**config.mk**
```make
export PLATFORM = sky130hd
export DESIGN_NAME = xadc_drp_sched
export DESIGN_NICKNAME = d
export VERILOG_FILES = /design/src/rtl/xadc_sched_pkg.sv /design/src/rtl/xadc_rr_pick.sv /design/src/rtl/xadc_drp_sched.sv
export SDC_FILE = /design/constraint.sdc
export NUM_CORES = 1
export LEC_CHECK = 0
export BUFFER_PORTS_ARGS = -buffer_cell sky130_fd_sc_hd__clkbuf_2
export CAP_MARGIN = 0
export CORE_MARGIN = 2
export CORE_UTILIZATION = 30
export DETAILED_ROUTE_END_ITERATION = 8
export PLACE_DENSITY = 0.59
export SYNTH_ARGS = -nofsm -noshare
export SYNTH_HDL_FRONTEND = slang
export SYNTH_HIERARCHICAL = 1
export SYNTH_SLANG_ARGS = --single-unit
export TNS_END_PERCENT = 20
```
**constraint.sdc**
```tcl
create_clock -name CLK100MHZ -period 1.9 [get_ports CLK100MHZ]
set_input_delay 0.285 -clock CLK100MHZ [delete_from_list [all_inputs] [get_ports CLK100MHZ]]
set_output_delay 0.285 -clock CLK100MHZ [all_outputs]
set_load 0.005 [all_outputs]
```
**src/rtl/xadc_sched_pkg.sv**
```systemverilog
// xadc_sched_pkg
// Shared definitions for the XADC DRP scan scheduler:
//   - FSM state encodings (IDLE / ISSUE / WAIT_RDY)
//   - DRP addresses of the four scanned auxiliary channels
//   - default DRP timeout and channel count
//   - ch_addr(): channel index -> DRP address
package xadc_sched_pkg;

  localparam logic [1:0] ST_IDLE     = 2'd0;
  localparam logic [1:0] ST_ISSUE    = 2'd1;
  localparam logic [1:0] ST_WAIT_RDY = 2'd2;

  localparam int TIMEOUT_CYC_DEF = 64;
  localparam int NUM_CH_DEF      = 4;

  localparam logic [6:0] ADDR_CH0 = 7'h16;
  localparam logic [6:0] ADDR_CH1 = 7'h17;
  localparam logic [6:0] ADDR_CH2 = 7'h1E;
  localparam logic [6:0] ADDR_CH3 = 7'h1F;

  function automatic logic [6:0] ch_addr(input logic [1:0] ch);
    logic [6:0] addr;
    case (ch)
      2'd0:    addr = ADDR_CH0;
      2'd1:    addr = ADDR_CH1;
      2'd2:    addr = ADDR_CH2;
      default: addr = ADDR_CH3;
    endcase
    return addr;
  endfunction

endpackage

```
**src/rtl/xadc_rr_pick.sv**
```systemverilog
// xadc_rr_pick
// Combinational round-robin selector: returns the first enabled channel
// strictly after last_ch, wrapping 3 -> 0. last_ch itself is the lowest
// priority candidate, so a single-channel mask keeps re-selecting it.
// Ports:
//   mask    in  4  per-channel enable
//   last_ch in  2  most recently serviced channel
//   next_ch out 2  selected channel (meaningless when found is low)
//   found   out 1  at least one channel enabled
module xadc_rr_pick
  import xadc_sched_pkg::*;
(
  input  logic [3:0] mask,
  input  logic [1:0] last_ch,
  output logic [1:0] next_ch,
  output logic       found
);

  logic [1:0] cand [4];
  logic [3:0] hit;

  // cand[k] is the channel k+1 positions after last_ch (mod 4)
  genvar gi;
  generate
    for (gi = 0; gi < 4; gi++) begin : g_cand
      assign cand[gi] = last_ch + 2'(gi + 1);
      assign hit[gi]  = mask[cand[gi]];
    end
  endgenerate

  always_comb begin
    next_ch = cand[0];
    found   = |hit;
    // Scan from farthest to nearest so the nearest enabled candidate wins.
    for (int k = 3; k >= 0; k--) begin
      if (hit[k]) next_ch = cand[k];
    end
  end

endmodule

```
**src/rtl/xadc_drp_sched.sv**
```systemverilog
// xadc_drp_sched
// Scans up to four XADC auxiliary channels over the DRP. Each end-of-
// conversion pulse triggers one DRP read of the next enabled channel
// (round-robin); results are stored per channel and readable by the host.
// Ports:
//   CLK100MHZ     in   1  clock (rising edge)
//   reset         in   1  synchronous active-high reset
//   eoc_in        in   1  XADC end-of-conversion pulse
//   ch_mask       in   4  per-channel scan enable
//   daddr_out     out  7  DRP address
//   den_out       out  1  DRP enable (one-cycle pulse)
//   drdy_in       in   1  DRP data ready
//   do_in         in  16  DRP read data
//   rd_sel        in   2  host channel select
//   rd_data       out 16  stored result of rd_sel (registered)
//   rd_valid      out  1  rd_sel holds a result (registered)
//   sample_strobe out  1  one-cycle pulse on each store
//   sample_ch     out  2  channel stored, valid with sample_strobe
//   timeout_err   out  1  sticky DRP timeout flag
// Build option: define XADC_SCHED_AVG_EN to store the average of every
// four samples per channel instead of each raw sample.
module xadc_drp_sched
  import xadc_sched_pkg::*;
#(
  parameter int TIMEOUT_CYC = TIMEOUT_CYC_DEF,
  parameter int NUM_CH      = NUM_CH_DEF
) (
  input  logic        CLK100MHZ,
  input  logic        reset,
  input  logic        eoc_in,
  input  logic [3:0]  ch_mask,
  output logic [6:0]  daddr_out,
  output logic        den_out,
  input  logic        drdy_in,
  input  logic [15:0] do_in,
  input  logic [1:0]  rd_sel,
  output logic [15:0] rd_data,
  output logic        rd_valid,
  output logic        sample_strobe,
  output logic [1:0]  sample_ch,
  output logic        timeout_err
);

  localparam int CNT_W = $clog2(TIMEOUT_CYC + 1);

  logic [1:0]       state_reg;
  logic [1:0]       sel_ch_reg;
  logic [1:0]       last_ch_reg;
  logic             pending_reg;
  logic [6:0]       daddr_reg;
  logic [CNT_W-1:0] tmo_cnt_reg;
  logic             timeout_err_reg;
  logic             strobe_reg;
  logic [1:0]       sample_ch_reg;
  logic [15:0]      rd_data_reg;
  logic             rd_valid_reg;

  logic [1:0]  pick_ch;
  logic        pick_found;
  logic        capture;
  logic        store_now;

  logic [15:0]       result_vec [NUM_CH];
  logic [NUM_CH-1:0] valid_vec;
  logic [NUM_CH-1:0] store_ready;

  xadc_rr_pick u_pick (
    .mask    (ch_mask),
    .last_ch (last_ch_reg),
    .next_ch (pick_ch),
    .found   (pick_found)
  );

  // drdy_in only counts while a read is outstanding.
  assign capture   = (state_reg == ST_WAIT_RDY) && drdy_in;
  // In averaging builds only the 4th sample of a channel produces a store.
  assign store_now = capture && store_ready[sel_ch_reg];

  // ---------------- per-channel result storage ----------------
  genvar gi;
  generate
    for (gi = 0; gi < NUM_CH; gi++) begin : g_ch
      logic        hit;
      logic [15:0] result_reg;
      logic        valid_reg;

      assign hit = capture && (sel_ch_reg == 2'(gi));

`ifdef XADC_SCHED_AVG_EN
      logic [17:0] acc_reg;
      logic [1:0]  cnt_reg;
      logic [17:0] acc_next;

      assign acc_next        = acc_reg + 18'(do_in);
      assign store_ready[gi] = (cnt_reg == 2'd3);

      always_ff @(posedge CLK100MHZ) begin
        if (reset) begin
          result_reg <= '0;
          valid_reg  <= 1'b0;
          acc_reg    <= '0;
          cnt_reg    <= '0;
        end else if (hit) begin
          if (cnt_reg == 2'd3) begin
            result_reg <= acc_next[17:2];
            valid_reg  <= 1'b1;
            acc_reg    <= '0;
            cnt_reg    <= '0;
          end else begin
            acc_reg <= acc_next;
            cnt_reg <= cnt_reg + 2'd1;
          end
        end
      end
`else
      assign store_ready[gi] = 1'b1;

      always_ff @(posedge CLK100MHZ) begin
        if (reset) begin
          result_reg <= '0;
          valid_reg  <= 1'b0;
        end else if (hit) begin
          result_reg <= do_in;
          valid_reg  <= 1'b1;
        end
      end
`endif

      assign result_vec[gi] = result_reg;
      assign valid_vec[gi]  = valid_reg;
    end
  endgenerate

  // ---------------- scheduler FSM ----------------
  always_ff @(posedge CLK100MHZ) begin
    if (reset) begin
      state_reg       <= ST_IDLE;
      sel_ch_reg      <= 2'd0;
      last_ch_reg     <= 2'd3;
      pending_reg     <= 1'b0;
      daddr_reg       <= ADDR_CH0;
      tmo_cnt_reg     <= '0;
      timeout_err_reg <= 1'b0;
      strobe_reg      <= 1'b0;
      sample_ch_reg   <= 2'd0;
    end else begin
      strobe_reg <= 1'b0;
      case (state_reg)
        ST_IDLE: begin
          if (!pick_found) begin
            // Nothing to scan: drop any remembered request.
            pending_reg <= 1'b0;
          end else if (eoc_in || pending_reg) begin
            sel_ch_reg  <= pick_ch;
            daddr_reg   <= ch_addr(pick_ch);
            pending_reg <= 1'b0;
            state_reg   <= ST_ISSUE;
          end
        end
        ST_ISSUE: begin
          if (eoc_in) pending_reg <= 1'b1;
          tmo_cnt_reg <= '0;
          state_reg   <= ST_WAIT_RDY;
        end
        ST_WAIT_RDY: begin
          if (eoc_in) pending_reg <= 1'b1;
          if (drdy_in) begin
            last_ch_reg <= sel_ch_reg;
            state_reg   <= ST_IDLE;
            if (store_now) begin
              strobe_reg    <= 1'b1;
              sample_ch_reg <= sel_ch_reg;
            end
          end else if (tmo_cnt_reg == CNT_W'(TIMEOUT_CYC - 1)) begin
            // Give up on this channel; the next pick moves past it.
            timeout_err_reg <= 1'b1;
            last_ch_reg     <= sel_ch_reg;
            state_reg       <= ST_IDLE;
          end else begin
            tmo_cnt_reg <= tmo_cnt_reg + CNT_W'(1);
          end
        end
        default: state_reg <= ST_IDLE;
      endcase
    end
  end

  // ---------------- host read port ----------------
  always_ff @(posedge CLK100MHZ) begin
    if (reset) begin
      rd_data_reg  <= '0;
      rd_valid_reg <= 1'b0;
    end else begin
      rd_data_reg  <= result_vec[rd_sel];
      rd_valid_reg <= valid_vec[rd_sel];
    end
  end

  assign den_out       = (state_reg == ST_ISSUE);
  assign daddr_out     = daddr_reg;
  assign sample_strobe = strobe_reg;
  assign sample_ch     = sample_ch_reg;
  assign timeout_err   = timeout_err_reg;
  assign rd_data       = rd_data_reg;
  assign rd_valid      = rd_valid_reg;

endmodule
```
Word-level counts from Yosys, hierarchy flattened
Index checks and enable logic that the tools add are counted.
Widths: inputs -> output; s select.
{"block": "totals", "output_inout_bits": 29, "reg_bits": 110, "in_bits": 26, "wordCells": 106}
{"block": "op_classes", "n_bitwise": 3, "n_lt_le_gt_ge": 7, "mux": 35, "reduce_logical": 23, "n_eq_ne": 15, "addsub": 4}
{"op": "$bmux 16 s2", "count": 1}
{"op": "$mux 16", "count": 2}
{"op": "$mux 2", "count": 10}
{"op": "$lt 2x3->1 const B", "count": 6}
{"op": "$reduce_and 3->1", "count": 6}
{"op": "$mux 7", "count": 2}
{"op": "$pmux 7 s2", "count": 1}
{"op": "$bmux 1 s2", "count": 6}
{"op": "$pmux 4 s3", "count": 1}
{"op": "$mux 1", "count": 10}
{"op": "$eq 2x2->1 const B", "count": 4}
{"op": "$ne 2x2->1 const B", "count": 4}
{"op": "$add 7x1->7 const B", "count": 1}
{"op": "$eq 7x6->1 const B", "count": 1}
{"op": "$eq 2x1->1 const B", "count": 3}
{"op": "$logic_and 1x1->1", "count": 6}
{"op": "$logic_not 2->1", "count": 3}
{"op": "$pmux 2 s3", "count": 1}
{"op": "$reduce_bool 2->1", "count": 3}
{"op": "$add 2x2->2 const B", "count": 2}
{"op": "$reduce_or 4->1", "count": 1}
{"op": "$ge 3x3->1 const B", "count": 1}
{"op": "$ne 3x2->1 const B", "count": 1}
{"op": "$ne 3x3->1 const B", "count": 1}
{"op": "9 further kinds", "count": 10}

Longest topological paths before layout
Gate-level depths: netlist of run 1.
{"block": "depth", "depth_word": 8, "mapped_depth": 8, "depth_no_buf": 6}

By module
The synthesis of run 1 kept the hierarchy.
{"module": "xadc_drp_sched", "cells_per_inst": 468, "instances": 1, "area_each_um2": 4187.8, "seq_area_each_um2": 2102.0}
{"module": "xadc_rr_pick", "cells_per_inst": 18, "instances": 1, "area_each_um2": 115.1, "seq_area_each_um2": 0.0}

Least setup slack after synthesis of run 1
OpenSTA, ideal clock, no wires.
{"block": "synth_timing", "path_kind": "register to register", "from": "register state_reg[0]", "to": "register tmo_cnt_reg[4]", "required_time_ns": 1.812, "setup_time_ns": 0.088, "path_buffers": 1, "setup_slack_ns": 0.249, "arrival_ns": 1.563, "path_stages_with_launch": 7, "synth_period_minus_slack_ns": 1.651, "path_cell_list": "dfxtp_1 -> inv_1 -> ha_1 -> buf_4 -> nand2b_2 -> or4b_4 -> o32ai_2"}
{"block": "synth_via", "elab_chain_len": 3, "elab_cells_between_ends": 7, "classes_between": "4 x eq/ne; 1 x mux; 2 x reduce/logical"}
{"item": "from (decl)", "line": "xadc_drp_sched.sv:46", "rtl": "logic [1:0] state_reg;"}
{"item": "from (signal assigned)", "line": "xadc_drp_sched.sv:137", "rtl": "state_reg <= ST_IDLE;"}
{"item": "from (signal assigned)", "line": "xadc_drp_sched.sv:157", "rtl": "state_reg <= ST_ISSUE;"}
{"item": "from (signal assigned)", "line": "xadc_drp_sched.sv:163", "rtl": "state_reg <= ST_WAIT_RDY;"}
{"item": "$eq 2x2->1 / $eq 2x1->1 (equally long branches)", "line": "xadc_drp_sched.sv:148", "rtl": "case (state_reg)"}
{"item": "$ne 2x2->1 (no line) / $reduce_bool 2->1 (equally long branches)"}
{"item": "$reduce_and 3->1 (no line)"}
{"item": "to (signal assigned)", "line": "xadc_drp_sched.sv:180", "rtl": "tmo_cnt_reg <= tmo_cnt_reg + CNT_W'(1);"}
{"item": "to (decl)", "line": "xadc_drp_sched.sv:51", "rtl": "logic [CNT_W-1:0] tmo_cnt_reg;"}
Parallel ways exist; a longest one is shown, timed or not.
A chain may end at the register's enable or synchronous reset.

Final worst setup path of run 1
{"block": "layout_timing", "from": "register state_reg[0]", "to": "register tmo_cnt_reg[6]"}
The elaborated chain is that of the path after synthesis.

==> results of run 1 <==
## placed cells by master, fill, tap and decap left out, types with 3 or more instances in the layout
master,instances
ha_1,6
mux4_2,17
nor2_1,21
dfxtp_1,105
conb_1,5
o21ai_0,3
a21oi_1,77
clkbuf_16,9
nand2_1,139
nand2b_1,10
o21a_1,3
buf_4,18
clkbuf_2,48
inv_1,7
nor2b_1,18
mux2i_1,4
nand3_1,5
## cell type report
type / instances / share of cell area, %
Clock buffer: 10 / 4.69
Multi-Input combinational cell: 341 / 39.4
Tap cell: 180 / 4.42
Inverter: 8 / 0.589
Clock inverter: 6 / 1.42
Sequential cell: 105 / 41.2
Timing Repair Buffer: 69 / 8.24
## per-layer routing
layer / wire length (um) / GRT usage, % / share of wire, % / vias up
met5: 0 / 0 / 0 / -
met4: 162 / 5.61 / 1.6 / 0
met3: 553 / 3.43 / 5.5 / 10
met2: 5180 / 24.4 / 52 / 83
met1: 4120 / 15.4 / 41 / 1620
li1: - / - / - / 1709
## worst register-to-register path: cells and delay by family (launching register included)
kind | cells | cell delay [ns]
adder cells (fa/ha/maj) | 1 | 0.31
buffers and inverters | 3 | 0.51
AND/OR/NAND/NOR | 3 | 0.28
AO/OA/AOI/OAI | 1 | 0.23
flip-flops | 1 | 0.35
## through the flow
stage	util, %	power, mW	hold WS [ns]
2_1_floorplan	-	2.89	0.421
3_3_place_gp	34.3	3.08	0.438
3_5_place_dp	34.3	3.11	0.443
4_1_cts	36.5	5.04	0.186
5_1_grt	36.6	5.25	0.203
6_report	36.6	5.01	0.197
## how the worst min path moves through the flow
stage                                                   from                            endpoint  slack, ns  cells past startpoint
final                                               do_in[5]  g_ch[2].result_reg[5]$_SDFFE_PP0P_       0.20                      3
after global routing                                do_in[3]  g_ch[3].result_reg[3]$_SDFFE_PP0P_       0.20                      3
after CTS                                           do_in[5]  g_ch[2].result_reg[5]$_SDFFE_PP0P_       0.19                      3
after detailed placement  g_ch[1].result_reg[8]$_SDFFE_PP0P_  g_ch[1].result_reg[8]$_SDFFE_PP0P_       0.44                      2
after global placement    g_ch[3].result_reg[2]$_SDFFE_PP0P_  g_ch[3].result_reg[2]$_SDFFE_PP0P_       0.44                      2
after floorplan                                     do_in[0]  g_ch[0].result_reg[0]$_SDFFE_PP0P_       0.42                      2
## repair_timing
| item | CTS | global route |
|---|---|---|
| endpoints found under the setup margin | 0 | 29 |
| gates resized for setup | 0 | 1 |
| buffers inserted | 0 | 1 |
## power breakdown
group          leakage (nW)  switching, mW  internal (mW)
sequential            0.847         0.0674           2.28
combinational         0.856          0.421          0.317
clock                 0.155          0.852           1.07
total                  1.86           1.34           3.67
## cells by family after synthesis
family / count (synthesis) / share of synthesized area, %
other cells: 2 / 0.175
simple gates: 214 / 22.2
flops: 105 / 48.9
compound gates: 94 / 12.2
xor+xnor: 1 / 0.204
fa+ha+maj: 6 / 1.74
mux: 21 / 9.83
buf+inv: 43 / 4.74
==> key figures, run 1 <==
Drt
  • DR vias: 3,422
  • DRT iter0 DRCs: 239
  • DRT Pass-1 Iters: 4
  • Vias/cell: 4.76
  • Drt wl/cell: 13.9 um
  • DRC Markers: 0
  • ANT nets after route: 0
  • Total Routed Length: 10,000 um

Synthesis
  • Most frequent cell after synthesis: nand2_1
  • Syn Std Cell Area: 0.00430 mm^2
  • Seq/Total Area, Yosys: 48.9%
  • Post-synth EDFFs: 0
  • Share of the synthesized area in the top cell type: 48.9%
  • Most used DFF post-synth: dfxtp_1
  • Flip-flop and latch count after synthesis: 105
  • Yosys top cell by area: dfxtp_1
  • YS warnings: 6
  • Post-synthesis cell type count: 41
  • Synth area leaders: dfxtp_1 (49%), nand2_1 (12%), a21oi_1 (9.0%)
  • Synth top cells by count: nand2_1 (140), dfxtp_1 (105), a21oi_1 (77)
  • Syn_area_per_cell: 8.85 um^2
  • Asr flop ratio synth: 0%
  • Synth Instances: 486

Clock tree
  • Htree depth: 3
  • Post-CTS Hold Buffers: 0
  • Clock tree buffer depth: 2
  • CTS tree: yes
  • Worst-path clk slew: 0.07 ns
  • CTS root buf: clkbuf_16
  • Clk_lat worst skew: 0.35 ns
  • CTS buffer count: 9
  • Sink Count: 105

Die
  • Ports: 55
  • Die Span X: 124 um
  • Initial Util: 30.9%
  • Core area: 0.0139 mm^2
  • Die area: 0.0153 mm^2
  • Placement Rows: 43
  • Die Ht: 124 um

Worst setup path
  • Worst Setup SP: state_reg[0]$_SDFFE_PP0P_
  • Slowest Stage Delay on Critical Path: 0.35 ns
  • WP depth: 8
  • R2r startpoint: state_reg[0]$_SDFFE_PP0P_
  • Crit Path Max Fanout: 7
  • Slowest CP cell: dfxtp_1
  • CP Capture Point: tmo_cnt_reg[6]$_SDFFE_PP0P_
  • Buf/Inv on CP: 3
  • R2R Path End: tmo_cnt_reg[6]$_SDFFE_PP0P_
  • Arrival time worst endpoint: 2.03 ns
  • Flop-to-flop setup slack: 0.14 ns
  • Worst path required time: 2.17 ns
  • Critical Path Most Common Cell: buf_4
  • R2R cell count: 8
  • Crit path max-delay family: buffers and inverters
  • Critical path class: flop to flop
  • Cell Chain, Critical Path: inv_1, ha_1, buf_4, nand3_1, o211ai_1, buf_4, nor2_1, nor3b_1
  • Worst setup SP type: flop
  • CP endpoint kind: flop

Pwr
  • Cell area power density: 983 mW/mm^2
  • Maximum VDD drop: 0.000510 V
  • Pleak: 1.86 nW

Finish
  • Non-filler cells, final: 719
  • Fin nets: 566
  • Max FFs per register: 64
  • Register area: 0.00210 mm^2
  • P&R area growth vs syn: 18.5%
  • Number of filler cells placed in the layout: 1,388
  • Design Area, Final: 0.00510 mm^2
  • Antenna fix cells: 0
  • Share of layout cells above drive strength 1: 21.5%
  • Area of the multi-input gates: 0.00201 mm^2

Global route
  • GRT Util Overall: 13.7%
  • Pin count of the biggest net entering global routing: 110
  • Vias in the first global route: 3,263
  • Overflow after GRT: 0
  • Global-route wire length before repair: 16,000 um
  • Initial antenna violation count: 0

STA
  • Fin crit share: 92.6%
  • Fmax: 569 MHz
  • Worst Skew: 0.0107 ns
  • RSZ-0062 raised after global routing: no
  • Slew Limit Fails: 0
  • Final setup TNS: 0 ns
  • Setup ws final: 0.141 ns
  • Final setup viols: 0
  • Hold Vio Cnt, Final: 0
  • Clock period minus final worst setup slack: 1.76 ns

Min path
  • Hold Path Class: input pin to flop

Place
  • Detailed placement HPWL: 6680 um
  • Port buffer count: 49
  • Placed cells: 702
  • DP Area: 0.00478 mm^2
  • Place WS: 0.0291 ns
  • Placer Congestion: 0.823

Job
  • Max capacitance violation total: 0

Status
  • Outcome: finished, final reports clean
Power figures use the tool's default switching activity.
==> run 2, diff against run 1 <==
--- a/config.mk
+++ b/config.mk
@@ -5,6 +5,7 @@
 export SDC_FILE = /design/constraint.sdc
 export NUM_CORES = 1
 export LEC_CHECK = 0
+export ABC_AREA = 1
 export BUFFER_PORTS_ARGS = -buffer_cell sky130_fd_sc_hd__clkbuf_2
 export CAP_MARGIN = 0
 export CORE_MARGIN = 2
==> constraint.sdc (replaced) <==
create_clock -name CLK100MHZ -period 1.7 [get_ports CLK100MHZ]
set_input_delay 0.255 -clock CLK100MHZ [delete_from_list [all_inputs] [get_ports CLK100MHZ]]
set_output_delay 0.255 -clock CLK100MHZ [all_outputs]
set_load 0.005 [all_outputs]
==> key figures, run 2 <==
Place
  • Port buffer count: 49 (unchanged)
  • Placer Congestion: 0.777 (-5.7%)
  • Detailed placement HPWL: 7190 um (+7.7%)
  • Place WS: 0.0220 ns (-0.00704 ns)

Synthesis
  • Most used DFF post-synth: dfxtp_1
  • Post-synthesis cell type count: 31 (-24%)
  • Synth Instances: 626 (+29%)
  • Flip-flop and latch count after synthesis: 105 (unchanged)
  • Seq/Total Area, Yosys: 46.1% (-2.7 points)
  • Post-synth EDFFs: 0 (unchanged)
  • YS warnings: 6 (unchanged)
  • Synth top cells by count: nor2_1 (163), dfxtp_1 (105), o21ai_0 (95)
  • Syn_area_per_cell: 7.28 um^2 (-18%)
  • Syn Std Cell Area: 0.00456 mm^2 (+5.9%)
  • Synth area leaders: dfxtp_1 (46%), nor2_1 (13%), o21ai_0 (10%)
  • Most frequent cell after synthesis: nor2_1
  • Asr flop ratio synth: 0% (unchanged)
  • Share of the synthesized area in the top cell type: 46.1% (-2.7 points)
  • Yosys top cell by area: dfxtp_1

Pwr
  • Net Sw Frac: 30.7% (+4.0 points)
  • Pleak: 2.19 nW (+18%)
  • Sw power: 1.86 mW (+39%)
  • Internal: 4.20 mW (+14%)
  • Maximum VDD drop: 0.000421 V (-17%)
  • Cell area power density: 1150 mW/mm^2 (+17%)
  • Clk network pwr share: 32.9% (-5.5 points)
  • Flop pwr share: 46.3% (-0.6 points)
  • Comb pwr share: 20.8% (+6.1 points)

Worst setup path
  • Arrival time worst endpoint: 1.83 ns (-0.20 ns)
  • Crit Path Max Fanout: 16 (+9)
  • Critical path class: flop to flop
  • R2R Path End: g_ch[0].result_reg[9]$_SDFFE_PP0P_
  • R2R cell count: 8 (unchanged)
  • Flop-to-flop setup slack: 0.15 ns (about the same)
  • CP endpoint kind: flop
  • Worst setup SP type: flop
  • Worst path required time: 1.99 ns (-0.18 ns)
  • R2r startpoint: state_reg[0]$_SDFFE_PP0P_

STA
  • Clock period minus final worst setup slack: 1.55 ns (-0.209 ns)
  • Hold Vio Cnt, Final: 0 (unchanged)
  • Slew Limit Fails: 0 (unchanged)
  • Fmax: 645 MHz (+13%)
  • Fin crit share: 91.1% (-1.4 points)
  • Worst Skew: 0.00762 ns (-0.00305 ns)
  • RSZ-0062 raised after global routing: yes
  • Final setup TNS: 0 ns (unchanged)
  • Final setup viols: 0 (unchanged)
  • Setup ws final: 0.150 ns (+0.00912 ns)

Global route
  • Pin count of the biggest net entering global routing: 65 (-41%)
  • GRT Util Overall: 13.6% (-0.031 points)
  • Global-route wire length before repair: 17,800 um (+11%)
  • Vias in the first global route: 3,612 (+11%)
  • Initial antenna violation count: 0 (unchanged)
  • Overflow after GRT: 0 (unchanged)

Die
  • Die area: 0.0162 mm^2 (+5.7%)
  • Ports: 55 (unchanged)
  • Core area: 0.0150 mm^2 (+7.9%)
  • Initial Util: 30.3% (-0.57 points)
  • Die Span X: 127 um (+2.8%)
  • Placement Rows: 45 (+4.7%)
  • Die Ht: 127 um (+2.8%)

Min path
  • Hold depth: 3 (unchanged)
  • Hold Path Class: input pin to flop
  • Hold path endpoint: g_ch[2].result_reg[8]$_SDFFE_PP0P_
  • HP Start: do_in[8]

Finish
  • Max FFs per register: 64 (unchanged)
  • Antenna fix cells: 0 (unchanged)
  • Commonest non-fill, non-tap cells in the layout: nor2_1 (162), dfxtp_1 (103), o21ai_0 (94)
  • P&R area growth vs syn: 16.1%
  • Fin nets: 701 (+24%)
  • Commonest non-fill, non-tap cell in the layout: nor2_1
  • Share of layout cells above drive strength 1: 17.5% (-4.0 points)

Drt
  • DR vias: 3,949 (+15%)
  • Total Routed Length: 10,700 um (+6.8%)
  • DRT Pass-1 Iters: 4 (unchanged)
  • ANT nets after route: 0 (unchanged)
  • DRT iter0 DRCs: 173 (-28%)
  • Vias/cell: 4.58 (-3.7%)
  • DRC Markers: 0 (unchanged)
  • Drt wl/cell: 12.4 um (-11%)

Clock tree
  • Worst-path clk slew: 0.07 ns (about the same)
  • Clock tree buffer depth: 2 (unchanged)
  • Sink Count: 105 (unchanged)
  • CTS buffer count: 9 (unchanged)
  • Htree depth: 3 (unchanged)
  • CTS tree: yes
  • Post-CTS Setup Bufs: 0 (unchanged)
  • Clk_lat worst skew: 0.35 ns (about the same)
  • CTS root buf: clkbuf_16
  • Post-CTS Hold Buffers: 0 (unchanged)

Status
  • Outcome: finished, final reports clean

Job
  • Max capacitance violation total: 0 (unchanged)
[run 2: cell type report]
cell class                      count  area [um^2]
Inverter                           49          193
Sequential cell                   105         2110
Clock buffer                       11          243
Tap cell                          188          235
Multi-Input combinational cell    436         2050
Timing Repair Buffer               68          413
Clock inverter                      5         46.3
Fill cell                        1592         9740
[run 2: logic make-up (layout without fill, tap and decap cells)]
| group | after synthesis | after routing | share of synthesized area (%) |
|---|---|---|---|
| buffers and inverters | 88 | 133 | 9.14 |
| DFF | 105 | 105 | 46.1 |
| other | 2 | 5 | 0.165 |
| and+or+nand+nor | 263 | 263 | 24.1 |
| xor gates and xnor gates | 1 | 1 | 0.192 |
| AOI/OAI and AO/OA | 161 | 161 | 18.7 |
| adders and majority gates | 6 | 6 | 1.65 |
[run 2: repair_timing]
| action | CTS | global route |
|---|---|---|
| hold endpoints to repair | 0 | 0 |
| gates resized for setup | 0 | 6 |
| setup endpoints to repair | 0 | 8 |
[run 2: worst max-delay path by stage]
stage                                           start                                  to  slack [ns]  cells past startpoint
after global placement    last_ch_reg[0]$_SDFFE_PP1P_          sel_ch_reg[0]$_SDFFE_PP0P_        0.05                     11
final                       state_reg[0]$_SDFFE_PP0P_  g_ch[0].result_reg[9]$_SDFFE_PP0P_        0.15                      8
after detailed placement  last_ch_reg[0]$_SDFFE_PP1P_           state_reg[0]$_SDFFE_PP0P_        0.02                     12
after floorplan             state_reg[0]$_SDFFE_PP0P_      g_ch[1].valid_reg$_SDFFE_PP0P_        0.18                     11
after CTS                 last_ch_reg[0]$_SDFFE_PP1P_          sel_ch_reg[0]$_SDFFE_PP0P_       0.004                     11
after global routing        state_reg[0]$_SDFFE_PP0P_  g_ch[0].result_reg[9]$_SDFFE_PP0P_      -0.002                      8
[run 2: routing by layer]
metal,track usage (%),vias to the layer above,wire length [um]
li1,-,2096,-
met2,22.1,74,4920
met5,0,-,0
met1,18.2,1768,5210
met4,5.04,0,129
met3,2.39,11,433
[run 2: worst max-delay path: stages, from the launching register on]
cell and delay [ns]:
dfxtp_1 0.32, inv_1 0.10, ha_1 0.22, nand2_4 0.09
nor2_4 0.12, nand2_2 0.14, inv_2 0.31, nor2_1 0.07
nor2_1 0.11
[run 2: metrics by stage]
step	utilization [%]	power (mW)	hold slack (ns)	area, um^2	std cells
6_report	35.2	6.07	0.198	5290	862
5_1_grt	35.2	6.47	0.204	5290	862
4_1_cts	35.1	6.14	0.189	5280	862
3_5_place_dp	33.2	4.13	0.434	4990	846
3_3_place_gp	33.2	4.11	0.432	4990	846
2_1_floorplan	-	3.77	0.334	4570	629
[run 2: power by group through the flow]
stage	combinational [mW]	clock [mW]	sequential, mW
detailed placement	1.26	0	2.87
floorplan	0.945	0	2.83
global route	1.47	2.17	2.84
finish	1.26	2.00	2.81
CTS	1.27	2.06	2.81
global placement	1.25	0	2.86
==> run 3, diff against run 2 <==
--- a/config.mk
+++ b/config.mk
@@ -11,6 +11,7 @@
 export CORE_MARGIN = 2
 export CORE_UTILIZATION = 30
 export DETAILED_ROUTE_END_ITERATION = 8
+export GPL_TIMING_DRIVEN = 0
 export PLACE_DENSITY = 0.59
 export SYNTH_ARGS = -nofsm -noshare
 export SYNTH_HDL_FRONTEND = slang
==> key figures, run 3 (synthesized netlist as in run 2, its figures left out) <==
Place
  • DP Area: 0.00505 mm^2 (+1.1%)
  • Detailed placement HPWL: 8330 um (+16%)
  • Placer Congestion: 0.830 (+6.8%)
  • Port buffer count: 49 (unchanged)

Global route
  • Global-route wire length before repair: 19,100 um (+7.8%)
  • Met3 Use GR: 2.64% (+0.25 points)
  • Overflow after GRT: 0 (unchanged)
  • Vias in the first global route: 3,563 (-1.4%)
  • GRT Util Overall: 15.1% (+1.4 points)
  • Met2 Use GR: 24.0% (+1.9 points)
  • Pin count of the biggest net entering global routing: 17 (-74%)
  • Most used routing layer: met2
  • Initial antenna violation count: 0 (unchanged)
  • Routing usage on met1: 20.5% (+2.2 points)

Worst setup path
  • Worst path required time: 1.95 ns (-0.04 ns)
  • CP Capture Point: g_ch[0].result_reg[10]$_SDFFE_PP0P_
  • CP endpoint kind: flop
  • Worst setup SP type: flop
  • Worst Setup SP: state_reg[1]$_SDFFE_PP0P_
  • Critical path class: flop to flop
  • R2r startpoint: state_reg[1]$_SDFFE_PP0P_
  • R2R cell count: 8 (unchanged)
  • Arrival time worst endpoint: 1.84 ns (about the same)
  • Flop-to-flop setup slack: 0.10 ns (-0.05 ns)
  • R2R Path End: g_ch[0].result_reg[10]$_SDFFE_PP0P_
  • Crit Path Max Fanout: 10 (-6)
  • Slowest Stage Delay on Critical Path: 0.38 ns (+0.06 ns)
  • Slowest CP cell: dfxtp_1
  • Cell Chain, Critical Path: ha_1, buf_4, nand2_4, nor2_4, nand2_4, buf_4, o21ai_0, nor2_1

Die
  • Initial Util: 30.3% (unchanged)
  • Core area: 0.0150 mm^2 (unchanged)
  • Ports: 55 (unchanged)
  • Die Ht: 127 um (unchanged)
  • Placement Rows: 45 (unchanged)
  • Die Span X: 127 um (unchanged)
  • Die area: 0.0162 mm^2 (unchanged)

Status
  • Outcome: finished, final reports clean

Drt
  • DRT Pass-1 Iters: 7 (+3)
  • Vias/cell: 4.64 (+1.4%)
  • DRC Markers: 0 (unchanged)
  • Total Routed Length: 11,900 um (+12%)
  • DRT iter0 DRCs: 235 (+36%)
  • Drt wl/cell: 13.5 um (+8.7%)
  • DR vias: 4,115 (+4.2%)
  • ANT nets after route: 0 (unchanged)

STA
  • Slew of the pin with the lowest slew margin: 0.611 ns
  • Clock period minus final worst setup slack: 1.60 ns (+0.0479 ns)
  • Worst hold slack: 0.153 ns (-0.0452 ns)
  • Final setup viols: 0 (unchanged)
  • Fmax: 626 MHz (-3.0%)
  • Hold Vio Cnt, Final: 0 (unchanged)
  • Worst Skew: 0.00595 ns (-0.00167 ns)
  • Relative slew slack: 59.2%
  • Slew Limit Fails: 0 (unchanged)
  • Fin crit share: 94.0% (+2.8 points)

Finish
  • Antenna fix cells: 0 (unchanged)
  • Fin nets: 727 (+3.7%)
  • Commonest non-fill, non-tap cell in the layout: nor2_1
  • Share of layout cells above drive strength 1: 20.2% (+2.7 points)
  • Number of filler cells placed in the layout: 1,613 (+1.3%)
  • Max FFs per register: 64 (unchanged)
  • P&R area growth vs syn: 20.4%
  • Design Area, Final: 0.00549 mm^2 (+3.7%)
  • Layout Utilization: 36.5% (+1.3 points)
  • Commonest non-fill, non-tap cells in the layout: nor2_1 (161), dfxtp_1 (102), o21ai_0 (84)

Clock tree
  • Worst-path clk slew: 0.07 ns (about the same)
  • Htree depth: 3 (unchanged)
  • CTS root buf: clkbuf_16
  • Sink Count: 105 (unchanged)
  • Post-CTS Hold Buffers: 0 (unchanged)
  • Clk_lat worst skew: 0.35 ns (about the same)
  • Clock tree buffer depth: 2 (unchanged)
  • CTS tree: yes
  • CTS buffer count: 9 (unchanged)

Job
  • Max capacitance violation total: 0 (unchanged)

Pwr
  • Cell area power density: 1110 mW/mm^2 (-2.9%)
  • Maximum VDD drop: 0.000493 V (+17%)
  • Pleak: 2.29 nW (+4.6%)

Min path
  • Hold Path Class: input pin to flop
==> run 3: cell count changes in the layout (fill, tap and decap cells not counted), moves of 4 or more <==
| cell | before | now |
|---|---|---|
| nand3_1 | 17 | 13 |
| buf_2 | 0 | 6 |
| clkbuf_1 | 1 | 15 |
| buf_6 | 0 | 6 |
| nand2_1 | 60 | 56 |
| o21ai_0 | 94 | 84 |
| o21ai_1 | 8 | 16 |
| nand3_2 | 2 | 6 |
==> run 3: final cells by class <==
| type | instances | area [um^2] | area share (%) |
|---|---|---|---|
| flip-flops and latches | 105 | 2110 | 38.5 |
| inverters | 49 | 201 | 3.67 |
| repair buffers | 58 | 334 | 6.09 |
| well taps | 188 | 235 | 4.29 |
| plain buffers | 36 | 238 | 4.33 |
| multi-input cells | 436 | 2110 | 38.4 |
| clock buffers | 10 | 229 | 4.17 |
| clock inverters | 4 | 30.0 | 0.547 |
==> run 3: worst min-delay path by stage <==
stage,to,startpoint,cells past startpoint
floorplan,sample_ch[0]$_SDFFE_PP0P_,reset,1
global placement,tmo_cnt_reg[6]$_SDFFE_PP0P_,tmo_cnt_reg[6]$_SDFFE_PP0P_,2
detailed placement,tmo_cnt_reg[6]$_SDFFE_PP0P_,tmo_cnt_reg[6]$_SDFFE_PP0P_,2
CTS,sample_ch[0]$_SDFFE_PP0P_,reset,2
global route,sample_ch[0]$_SDFFE_PP0P_,reset,2
finish,sample_ch[0]$_SDFFE_PP0P_,reset,2
==> run 3: per-stage QoR <==
stage               setup TNS, ns  setup WS (ns)  std cells  total power [mW]
floorplan                       0          0.185        629              3.77
global placement            -1.30         -0.107        866              4.12
detailed placement          -1.83         -0.121        866              4.13
CTS                        -0.195        -0.0356        880              6.06
global route              -0.0562        -0.0116        886              6.49
finish                          0          0.103        886              6.11
==> run 3: what timing repair did <==
action                                  4_1_cts  5_1_grt
resized for setup                             7       44
endpoints found under the setup margin       48       59
hold endpoints to repair                      0        0
cloned                                        0        2
buffers inserted                              0        7
pin swaps                                     0        9
==> run 3: layer usage <==
layer | routed length, um | part of all wire (%)
met1 | 5860 | 49
met2 | 5360 | 45
met3 | 517 | 4.3
met4 | 198 | 1.7
met5 | 0 | 0
==> run 3: worst max-delay path: cells and delay by family, from the launching register on <==
kind                       cells  cell delay [ns]
adders and majority gates      1             0.17
buffers and inverters          2             0.36
DFF                            1             0.38
AOI/OAI and AO/OA              1             0.15
and+or+nand+nor                4             0.43
==> run 3: report_power, final <==
group          internal [mW]  leakage [nW]  switching (mW)
Sequential              2.66         0.851           0.151
Clock                  0.986         0.125           0.930
Combinational          0.534          1.31           0.844
Total                   4.18          2.29            1.93
